--- src/rtl/decode_read.sv ---
// decode_read: selects Y86-64 source/destination registers, reads operands with write-back bypass,
// and holds the result in a single-entry valid/ready output stage.
module decode_read #(
  parameter int DW   = 64,
  parameter int NREG = 15
) (
  input  logic                 clk,
  input  logic                 reset,
  input  logic                 in_valid,
  output logic                 in_ready,
  input  logic [3:0]           icode,
  input  logic [3:0]           ifun,
  input  logic [3:0]           rA,
  input  logic [3:0]           rB,
  input  logic [NREG*DW-1:0]   regs_flat,
  input  logic                 wbE_en,
  input  logic [3:0]           wbE_dst,
  input  logic [DW-1:0]        wbE_val,
  input  logic                 wbM_en,
  input  logic [3:0]           wbM_dst,
  input  logic [DW-1:0]        wbM_val,
  output logic                 out_valid,
  input  logic                 out_ready,
  output logic [3:0]           out_icode,
  output logic [3:0]           out_ifun,
  output logic [3:0]           srcA,
  output logic [3:0]           srcB,
  output logic [3:0]           dstE,
  output logic [3:0]           dstM,
  output logic [DW-1:0]        valA,
  output logic [DW-1:0]        valB,
  output logic                 out_err
);
  localparam logic [3:0] RNONE = 4'hF;
  localparam logic [3:0] RSP   = 4'h4;
  logic [DW-1:0] w_regs [16];
  logic [3:0]    w_src_a, w_src_b, w_dst_e, w_dst_m;
  logic          w_err;
  logic [DW-1:0] w_val_a, w_val_b;
  for (genvar g = 0; g < 16; g++) begin : g_r
    if (g < NREG) begin : g_v
      assign w_regs[g] = regs_flat[g*DW +: DW];
    end else begin : g_z
      assign w_regs[g] = '0;
    end
  end
  always_comb begin
    w_src_a = RNONE;
    w_src_b = RNONE;
    w_dst_e = RNONE;
    w_dst_m = RNONE;
    w_err   = icode > 4'hB;
    case (icode)
      4'h2: begin w_src_a = rA; w_dst_e = rB; end
      4'h3: w_dst_e = rB;
      4'h4: begin w_src_a = rA; w_src_b = rB; end
      4'h5: begin w_src_b = rB; w_dst_m = rA; end
      4'h6: begin w_src_a = rA; w_src_b = rB; w_dst_e = rB; end
      4'h8: begin w_src_b = RSP; w_dst_e = RSP; end
      4'h9: begin w_src_a = RSP; w_src_b = RSP; w_dst_e = RSP; end
      4'hA: begin w_src_a = rA; w_src_b = RSP; w_dst_e = RSP; end
      4'hB: begin w_src_a = RSP; w_src_b = RSP; w_dst_e = RSP; w_dst_m = rA; end
      default: ;
    endcase
  end
  // A source of F never reaches the bypass compare, so an F write-back destination cannot match.
  function automatic logic [DW-1:0] f_read(input logic [3:0] s);
    return (s == RNONE) ? '0 :
           (wbM_en && wbM_dst == s) ? wbM_val :
           (wbE_en && wbE_dst == s) ? wbE_val : w_regs[s];
  endfunction
  assign w_val_a  = f_read(w_src_a);
  assign w_val_b  = f_read(w_src_b);
  assign in_ready = !out_valid || out_ready;
  always_ff @(posedge clk) begin
    if (reset) begin
      out_valid <= 1'b0;
      out_icode <= '0;
      out_ifun  <= '0;
      srcA      <= RNONE;
      srcB      <= RNONE;
      dstE      <= RNONE;
      dstM      <= RNONE;
      valA      <= '0;
      valB      <= '0;
      out_err   <= 1'b0;
    end else if (in_ready) begin
      out_valid <= in_valid;
      if (in_valid) begin
        out_icode <= icode;
        out_ifun  <= ifun;
        srcA      <= w_src_a;
        srcB      <= w_src_b;
        dstE      <= w_dst_e;
        dstM      <= w_dst_m;
        valA      <= w_val_a;
        valB      <= w_val_b;
        out_err   <= w_err;
      end
    end
  end
endmodule
--- config.mk ---
export PLATFORM = sky130hd
export DESIGN_NAME = decode_read
export DESIGN_NICKNAME = d
export VERILOG_FILES = /design/src/rtl/decode_read.sv
export SDC_FILE = /design/constraint.sdc
export NUM_CORES = 2
export LEC_CHECK = 0
export ABC_AREA = 1
export CAP_MARGIN = 5
export CORE_AREA = 4 4 488 490
export DETAILED_ROUTE_END_ITERATION = 10
export DIE_AREA = 0 0 492 494
export GPL_TIMING_DRIVEN = 1
export SYNTH_ARGS = -nofsm -noshare
export SYNTH_HDL_FRONTEND = slang
export SYNTH_SLANG_ARGS = --single-unit
--- constraint.sdc ---
create_clock -name clk -period 5.44 [get_ports clk]
set_input_delay 1.36 -clock clk [delete_from_list [all_inputs] [get_ports clk]]
set_output_delay 1.36 -clock clk [all_outputs]
set_load 0.02 [all_outputs]
==> results.txt <==
DRT Pass-1 Iters: 8
WP data required: 5.89 ns
hold_sp: valA[19]
CTS Hold Bufs: 0
RePlAce Congestion: 0.937
Yosys reg bits: 154
FMAX: 234 MHz
post-synthesis cell type with the largest combined area: nand2_1
clock group share of total power: 0.198
Worst setup SP type: input pin
H-tree lvl count: 4
Area contributors post-synth: nand2_1 (28%), nand3_1 (23%), dfxtp_1 (11%)
Die X: 492 um
initial core utilization: 0.118
vias in the first global route: 40,900
Arr. time, crit path: 4.73 ns
port bufs: 1,272
pwr dens: 157 nW/um2
clock latency on the worst-skew pair: 0.53 ns
Fin Setup TNS: 0 ns
Remaining DRCs: 0
Int Power: 3.53 mW
root buffer cell: clkbuf_16
reg2reg start: out_valid
Iter 0 DRT Violations: 4,499
Ports: 1,273
Final setup viols: 0
path depth of the worst reg2reg path: 8
switching fraction of total power: 0.496
R2R Setup Slk: 3.12 ns
Yosys cell types: 30
CTS max path bufs: 2
synthesized instance count: 5,651
remaining antenna violation count: 0
total clock sinks: 154
top cell type's share of synthesized area: 0.283
final slew viol count: 0
max cap viols: 0
Reg power frac: 0.179
nets: 7,696
first-pass GRT wire length: 388 mm
Sw Pwr: 3.47 mW
WL/cell: 30.5 um
Yosys warnings: 0
clock-pin transition on the worst setup and hold timing paths: 0.09 ns
routed wire length: 300 mm
RSZ-0062 raised after global routing: no
vias per cell: 4.49
Tot GR Track Use: 0.235
Rel. slew slack: 0.277
cell area after synthesis: 27,600 um2
hold path depth: 2
most common cell after layout, fill and taps aside: nand2_1
outcome: complete, no violations
Final min period: 4.27 ns
most frequent cells in the layout: nand2_1 (2,075), clkdlybuf4s50_1 (1,271), nand3_1 (1,263)
Synth Net Count: 6,769
initial antenna violation count: 227
Die Footprint: 243,000 um2
Leakage: 18.5 nW
critical path type: input pin to flop
sequential area share after synthesis: 0.112
post-cts resize count: 0
CP endpoint kind: flop
Die Height: 494 um
r2r endpoint: valB[38]
# Post-CTS Setup Buffers: 0
core area: 234,000 um2
Gate power share: 0.623
Final Hold Fails: 0
CTS tree: yes
clock skew after layout: 0.0134 ns
Final period util: 0.785
Layout Utilization: 0.191
Max VDD drop: 0.218 mV
synthesis-to-layout area growth: 62.0%
DR vias: 44,200
share of layout cells above drive strength 1: 0.0310
DPL Wire Length: 248 mm
grt total ovfl: 0
largest net degree at the start of global routing: 129
clock buffer count from CTS: 17
placement row count: 178
Worst-Margin Slew: 1.08 ns
worst-path maximum fanout: 50
hold crit path type: flop to flop
Syn Area/Cell: 4.88 um2
Worst Hold End: valA[19]
cell type report:
class	instances	area, um2
Antenna cell	90	225
Clock buffer	17	425
Clock inverter	15	171
Fill cell	27200	189000
Inverter	523	2000
Multi-Input combinational cell	4474	20500
Sequential cell	154	3080
Tap cell	3150	3940
Timing Repair Buffer	1408	14400
worst max path at each step:
stage | start | to | slack (ns) | cells after the start
2_1_floorplan | icode[3] | valA[53] | 2.39 | 15
3_3_place_gp | icode[2] | valA[8] | 0.40 | 15
3_5_place_dp | icode[2] | valA[8] | 0.46 | 15
4_1_cts | icode[2] | valA[8] | 1.06 | 15
5_1_grt | icode[2] | valA[46] | 0.97 | 15
6_report | icode[2] | valA[46] | 1.17 | 15
synth_stat cells, drive strengths merged:
master     n
a21oi    206
a31oi      2
a41oi      2
buf      292
clkbuf   208
clkinv     1
dfxtp    154
inv      522
nand2   2093
nand3   1264
nand4      3
nor2     153
nor3       3
o211ai   227
o21a       1
o21ai    507
o22ai      4
xnor2      3
xor2       6
power groups by stage:
stage	Combinational, mW	Sequential, mW	Clock, mW
after CTS	4.42	1.26	1.45
final	4.36	1.26	1.38
after floorplan	1.82	1.36	0
after global placement	4.41	1.28	0
after global routing	4.70	1.27	1.47
after detailed placement	4.41	1.28	0
critical path, cell delays in order:
cell	delay (ns)
clkdlybuf4s50_1	0.63
nand2_2	0.14
nand2_2	0.12
nand2_2	0.12
nand2_1	0.30
nand2_8	0.24
xor2_1	0.21
nor2_1	0.32
nand2_8	0.33
buf_12	0.32
o21ai_1	0.17
inv_1	0.06
nand2_1	0.11
nand2_1	0.06
a21oi_1	0.13
through the flow:
stage                     setup WS, ns  power, mW  std cells  instance area, um2  hold slack, ns
after floorplan                   2.39       3.18       5651               27600           0.545
after global placement           0.401       5.69       9709               43900           0.450
after detailed placement         0.459       5.69       9709               43900           0.456
after CTS                         1.06       7.13       9741               44500           0.469
after global routing             0.972       7.44       9803               44600           0.482
final                             1.17       7.00       9831               44700           0.466
flip-flops by register name (all words and copies together) (netlist names):
name,flops
dstE,4
dstM,4
out_err,1
out_icode,4
out_ifun,4
out_valid,1
srcA,4
srcB,4
valA,64
valB,64
logic make-up (layout without fill, tap and decap cells):
kind of cell           count (synthesis)  count (layout)  synth area share
flip-flops                           154             154             0.112
other                                  0              90                 0
AND/OR/NAND/NOR                     3516            3516             0.539
XOR/XNOR                               9               9           0.00286
buffers and inverters               1023            1963             0.152
AO/OA/AOI/OAI                        949             949             0.194
metal layers:
layer,global-route usage,vias up,part of all wire
li1,-,20500,-
met1,0.245,20500,0.35
met2,0.420,2519,0.50
met3,0.0730,603,0.094
met4,0.126,86,0.060
met5,0,-,0.0018
No activity file was read; power rests on OpenSTA's default activity.
